### src/rtl/reg_map_pkg.sv
// Shared definitions for the parametrised host register map: access modes
// and the address decoder used by the top level.
package reg_map_pkg;

    localparam logic [1:0] MODE_RW    = 2'd0;
    localparam logic [1:0] MODE_RO    = 2'd1;
    localparam logic [1:0] MODE_W1C   = 2'd2;
    localparam logic [1:0] MODE_PULSE = 2'd3;

    typedef struct packed {
        logic       hit;
        logic [6:0] idx;
    } reg_dec_t;

    // stride must be a power of two, so alignment is a mask test and the
    // index is a shift; with constant base/stride this folds to plain logic.
    function automatic reg_dec_t reg_decode(
        input logic [31:0] addr,
        input logic [31:0] base,
        input logic [31:0] stride,
        input logic [31:0] num_regs
    );
        reg_dec_t    d;
        logic [31:0] offset;
        logic [31:0] slot;
        int          sl;
        sl = 0;
        for (int i = 0; i < 32; i++) begin
            if (stride[i]) sl = i;
        end
        offset = addr - base;
        slot   = offset >> sl;
        d.hit  = (addr >= base) && ((offset & (stride - 32'd1)) == 32'd0) && (slot < num_regs);
        d.idx  = 7'(slot);
        return d;
    endfunction

endpackage

### src/rtl/reg_map_cell.sv
// One register of the map; its behaviour (RW, RO, W1C, PULSE) is fixed at
// elaboration by MODE.
module reg_map_cell
    import reg_map_pkg::*;
#(
    parameter int              DATA_W  = 16,
    parameter logic [1:0]      MODE    = MODE_RW,
    parameter logic [DATA_W-1:0] RST_VAL = '0
) (
    input  logic                i_clk,
    input  logic                i_rst_n,
    input  logic                i_we,
    input  logic [DATA_W/8-1:0] i_be,
    input  logic [DATA_W-1:0]   i_wdata,
    input  logic [DATA_W-1:0]   i_status,
    output logic [DATA_W-1:0]   o_q
);

    logic [DATA_W-1:0] be_mask;

    for (genvar gi = 0; gi < DATA_W / 8; gi++) begin : g_mask
        assign be_mask[gi*8 +: 8] = {8{i_be[gi]}};
    end

    if (MODE == MODE_RO) begin : g_ro
        logic unused_ro;
        assign unused_ro = ^{i_clk, i_rst_n, i_we, be_mask, i_wdata};
        assign o_q = i_status;
    end else if (MODE == MODE_W1C) begin : g_w1c
        logic [DATA_W-1:0] q_reg, q_next;
        // Status sets are ORed in after the clear, so a same-cycle set wins.
        always_comb begin
            q_next = q_reg & ~(i_we ? (i_wdata & be_mask) : '0);
            q_next = q_next | i_status;
        end
        always_ff @(posedge i_clk or negedge i_rst_n) begin
            if (!i_rst_n) q_reg <= '0;
            else          q_reg <= q_next;
        end
        assign o_q = q_reg;
    end else if (MODE == MODE_PULSE) begin : g_pulse
        logic [DATA_W-1:0] q_reg, q_next;
        logic              unused_pulse;
        assign unused_pulse = ^i_status;
        always_comb begin
            q_next = RST_VAL;
            if (i_we) q_next = (i_wdata & be_mask) | (RST_VAL & ~be_mask);
        end
        always_ff @(posedge i_clk or negedge i_rst_n) begin
            if (!i_rst_n) q_reg <= RST_VAL;
            else          q_reg <= q_next;
        end
        assign o_q = q_reg;
    end else begin : g_rw
        logic [DATA_W-1:0] q_reg, q_next;
        logic              unused_rw;
        assign unused_rw = ^i_status;
        always_comb begin
            q_next = q_reg;
            if (i_we) q_next = (i_wdata & be_mask) | (q_reg & ~be_mask);
        end
        always_ff @(posedge i_clk or negedge i_rst_n) begin
            if (!i_rst_n) q_reg <= RST_VAL;
            else          q_reg <= q_next;
        end
        assign o_q = q_reg;
    end

endmodule

### src/rtl/reg_map_gen.sv
// Host-side register map: address decode, per-register cells, registered
// read data with a single-cycle ack/err response and write strobes.
module reg_map_gen
    import reg_map_pkg::*;
#(
    parameter int                           DATA_W    = 16,
    parameter int                           NUM_REGS  = 9,
    parameter int                           ADDR_W    = 16,
    parameter logic [ADDR_W-1:0]            BASE_ADDR = '0,
    parameter int                           STRIDE    = 2,
    parameter logic [2*NUM_REGS-1:0]        MODE      = '0,
    parameter logic [NUM_REGS*DATA_W-1:0]   RST_VAL   = '0
) (
    input  logic                         i_clk,
    input  logic                         i_rst_n,
    input  logic                         i_req,
    input  logic                         i_wen,
    input  logic [ADDR_W-1:0]            i_addr,
    input  logic [DATA_W-1:0]            i_wdata,
    input  logic [DATA_W/8-1:0]          i_be,
    output logic                         o_ack,
    output logic                         o_err,
    output logic [DATA_W-1:0]            o_q,
    output logic [NUM_REGS*DATA_W-1:0]   o_regs,
    input  logic [NUM_REGS*DATA_W-1:0]   i_status,
    output logic [NUM_REGS-1:0]          o_wstb
);

    localparam int IDX_W = (NUM_REGS > 1) ? $clog2(NUM_REGS) : 1;

    reg_dec_t          dec;
    logic              hit;
    logic [IDX_W-1:0]  idx;
    logic [DATA_W-1:0] reg_val [NUM_REGS];
    logic [DATA_W-1:0] rdata;
    logic [NUM_REGS-1:0] wr_en;

    logic                ack_reg, err_reg;
    logic [DATA_W-1:0]   q_reg;
    logic [NUM_REGS-1:0] wstb_reg;

    assign dec = reg_decode(32'(i_addr), 32'(BASE_ADDR), 32'(STRIDE), 32'(NUM_REGS));
    assign hit = dec.hit;
    assign idx = IDX_W'(dec.idx);

    for (genvar gi = 0; gi < NUM_REGS; gi++) begin : g_reg
        assign wr_en[gi] = i_req & i_wen & hit & (idx == IDX_W'(gi));

        reg_map_cell #(
            .DATA_W  (DATA_W),
            .MODE    (MODE[2*gi +: 2]),
            .RST_VAL (RST_VAL[gi*DATA_W +: DATA_W])
        ) u_cell (
            .i_clk    (i_clk),
            .i_rst_n  (i_rst_n),
            .i_we     (wr_en[gi]),
            .i_be     (i_be),
            .i_wdata  (i_wdata),
            .i_status (i_status[gi*DATA_W +: DATA_W]),
            .o_q      (reg_val[gi])
        );

        assign o_regs[gi*DATA_W +: DATA_W] = reg_val[gi];
    end

    // Misses read as zero, so the error response carries o_q = 0.
    assign rdata = hit ? reg_val[idx] : '0;

    always_ff @(posedge i_clk or negedge i_rst_n) begin
        if (!i_rst_n) begin
            ack_reg  <= 1'b0;
            err_reg  <= 1'b0;
            q_reg    <= '0;
            wstb_reg <= '0;
        end else begin
            ack_reg  <= i_req;
            err_reg  <= i_req & ~hit;
            wstb_reg <= wr_en;
            if (i_req && !i_wen) q_reg <= rdata;
        end
    end

    assign o_ack  = ack_reg;
    assign o_err  = err_reg;
    assign o_q    = q_reg;
    assign o_wstb = wstb_reg;

endmodule

### config.mk
export PLATFORM = sky130hd
export DESIGN_NAME = reg_map_gen
export DESIGN_NICKNAME = d
export VERILOG_FILES = /design/src/rtl/reg_map_pkg.sv /design/src/rtl/reg_map_cell.sv /design/src/rtl/reg_map_gen.sv
export SDC_FILE = /design/constraint.sdc
export NUM_CORES = 1
export LEC_CHECK = 0
export CAP_MARGIN = 20
export CELL_PAD_IN_SITES_DETAIL_PLACEMENT = 0
export CELL_PAD_IN_SITES_GLOBAL_PLACEMENT = 1
export CORE_UTILIZATION = 33
export DETAILED_ROUTE_END_ITERATION = 7
export GPL_ROUTABILITY_DRIVEN = 0
export PLACE_DENSITY_LB_ADDON = 0.1
export SYNTH_ARGS = -nofsm -noshare
export SYNTH_HDL_FRONTEND = slang
export SYNTH_SLANG_ARGS = --single-unit
### constraint.sdc
create_clock -name i_clk -period 1.8 [get_ports i_clk]
set_input_delay 0.18 -clock i_clk [delete_from_list [all_inputs] [get_ports i_clk]]
set_output_delay 0.18 -clock i_clk [all_outputs]
set_load 0.01 [all_outputs]
==> reports/results.ini <==
[timing]
fmax_ghz=0.583
timing.final.ws_setup_ps=84.2
skew_ps=6.58
fin_crit_sh_pct=95.3
period_needed_ps=1720
setup_viol=0
hold_viol_final=0
worst_slew_pin_slew_ps=548
slew_headroom_pct=63.4
grt_setup_unrepaired=no
drv_slew=0

[worst_setup_path]
worst_r2r_endpoint=o_q[14]
reg2reg_depth=4
crit_fanout=8
crit_type=primary input to flip-flop
cp-start-kind=primary input
cp.arrival_ps=2020
r2r_setup_slack_ps=360
cp.required_ps=2100
end_kind=flip-flop

[finish]
diodes=0
layout.nets=932
postLayoutCoreUtil_pct=50.0
drive_gt1_share_pct=37.5
syn2layout_area_growth_pct=46.8

[grt]
grt_max_degree=56
use_met3_pct=5.58
use_met1_pct=30.9
grt_pass1_wl_mm=37.5
grt_util_all_layers_pct=21.0
grt_pass1_vias=5771
grt_antenna_before_repair=0
gr-total-overflow=0
grt-busiest-layer=met1
groute.layer.met2.usage_pct=30.8

[yosys]
synth_top_cell_area_share_pct=54.9
synth_edf_count=0
synth_most_common_cell=dfrtp_1
synth_cells=490
syn-num-nets=672
yosysWarnings=0
netlist_area_mm2=0.00780
synth_flop_cell=dfrtp_1
syn_area_per_cell_um2=15.9
netlist_top_cells_count=dfrtp_1, mux2_2, mux4_2
yosysUniqueCellTypes=38
yosysSeqAreaShare_pct=54.9
synth.ff_latch_count=171
synthTopCellsByArea=dfrtp_1, mux2_2, mux4_2
yosysTopAreaCell=dfrtp_1
async_flop_share_pct=100

[clocking]
cts_tree=built
clk_path_buf_depth=2
cts_max_level=4
cts.sink_count=171
cts_buffers=17
path_clk_slew_ps=70
insertion_delay_ps=420
clockRootBuffer=clkbuf_16

[run_status]
run_status=completed

[pwr]
p_seq_share_pct=46.5
pwr-share-comb_pct=5.2
switchingPower_w=0.00184
peakVddDrop_v=0.000540
swShare_pct=22.3
p_int_w=0.00643
p_total_w=0.00827
p_leak_nw=5.04
power_density_mw_per_mm2=722
clkPwrFrac_pct=48.4

[floorplanning]
die_h_um=156
placement_rows=55
die_w_um=156
initial_core_util_pct=34.0
pin_count=353
dieArea_mm2=0.0242
core_mm2=0.0229

[detailed_routing]
drt_drc_violations_left=0
postRouteAntennaNets=0
vias_per_cell=5.02
dr.pass1.iters=4
vias=5405
totalWireLength_mm=24.3
drt_iter0_drc=274
wl_per_cell_um=22.5

[placed_design]
pre_cts_ws_ps=-425
io_buffer_count=208
dp_hpwl_mm=17.2

[hold_path]
hold_path.class=primary input to asynchronous set/reset pin

[job]
cap_violations=0

critical path, stage by stage:
cell and delay (ps):
clkdlybuf4s50_1 440, nor4_4 310, buf_4 230, nand4_4 200, nor2_4 180, buf_12 150
mux2_1 330
metal layers:
metal  up-vias  part of all wire [%]
met2       178                    44
met3        16                   6.5
li1       2360                     -
met4         0                  0.82
met5         -                     0
met1      2851                    49
logic make-up (layout without fill, tap and decap cells):
logic type             after synthesis  count (layout)  synth area share [%]
AO/OA/AOI/OAI                       18              18                  2.79
flip-flops                         171             171                  54.9
buffers and inverters               34             307                  2.21
AND/OR/NAND/NOR                     75              75                  8.02
multiplexers                       192             192                  32.1
how the worst max path moves through the flow:
stage	slack, ps	depth (start not counted)	from	end
2_1_floorplan	60	5	i_addr[6]	flip-flop
3_3_place_gp	-400	6	i_addr[10]	flip-flop
3_5_place_dp	-420	6	i_addr[10]	flip-flop
4_1_cts	30	6	i_addr[10]	flip-flop
5_1_grt	2	6	i_addr[10]	flip-flop
6_report	80	7	i_addr[10]	flip-flop
through the flow:
stage	instance area [um2]	TNS [ps]	instances	hold slack, ps
floorplan	7800	0	490	-116
global placement	10800	-56470	1041	180
detailed placement	10800	-55390	1041	184
CTS	11400	0	1074	271
global route	11400	0	1076	286
finish	11400	0	1076	285
timing repair:
item,CTS,global route
endpoints found under the setup margin,0,21
endpoints found under the hold margin,50,0
resized for setup,0,0
buffers inserted,0,2
hold buffers,1,0
area by class of cell:
class                           count  area (um2)
Fill cell                        1969       11500
Inverter                           15        56.3
Clock inverter                     13         188
Clock buffer                       19         453
Timing Repair Buffer              260        2740
Sequential cell                   171        4280
Tap cell                          313         392
Multi-Input combinational cell    285        3350
power groups by stage:
stage,Clock [W],Sequential [W],Combinational [W]
after floorplan,0,0.00392,0.000123
after global placement,0,0.00392,0.000422
after detailed placement,0,0.00392,0.000430
after CTS,0.00408,0.00384,0.000433
after global routing,0.00424,0.00384,0.000462
final,0.00400,0.00384,0.000426
cell usage in the layout, fill, tap and decap left out, types with 3 or more instances in the layout:
cell / Yosys / final
mux2i_1: 16 / 16
mux2_2: 128 / 128
nand2b_1: 3 / 3
buf_2: 7 / 3
nand3_1: 3 / 3
nand4_4: 4 / 4
inv_6: 0 / 3
clkdlybuf4s50_1: 0 / 204
buf_4: 1 / 29
bufinv_16: 0 / 4
nand2_1: 18 / 18
o221ai_1: 5 / 5
o221ai_2: 10 / 10
clkbuf_16: 0 / 17
nor2_4: 16 / 16
clkinvlp_4: 0 / 3
buf_12: 0 / 22
mux4_2: 32 / 32
and2_1: 3 / 3
inv_1: 15 / 15
dfrtp_1: 171 / 171
nor2_1: 8 / 8
mux2_1: 16 / 16
Note: power is estimated with default switching activity, not from simulation.
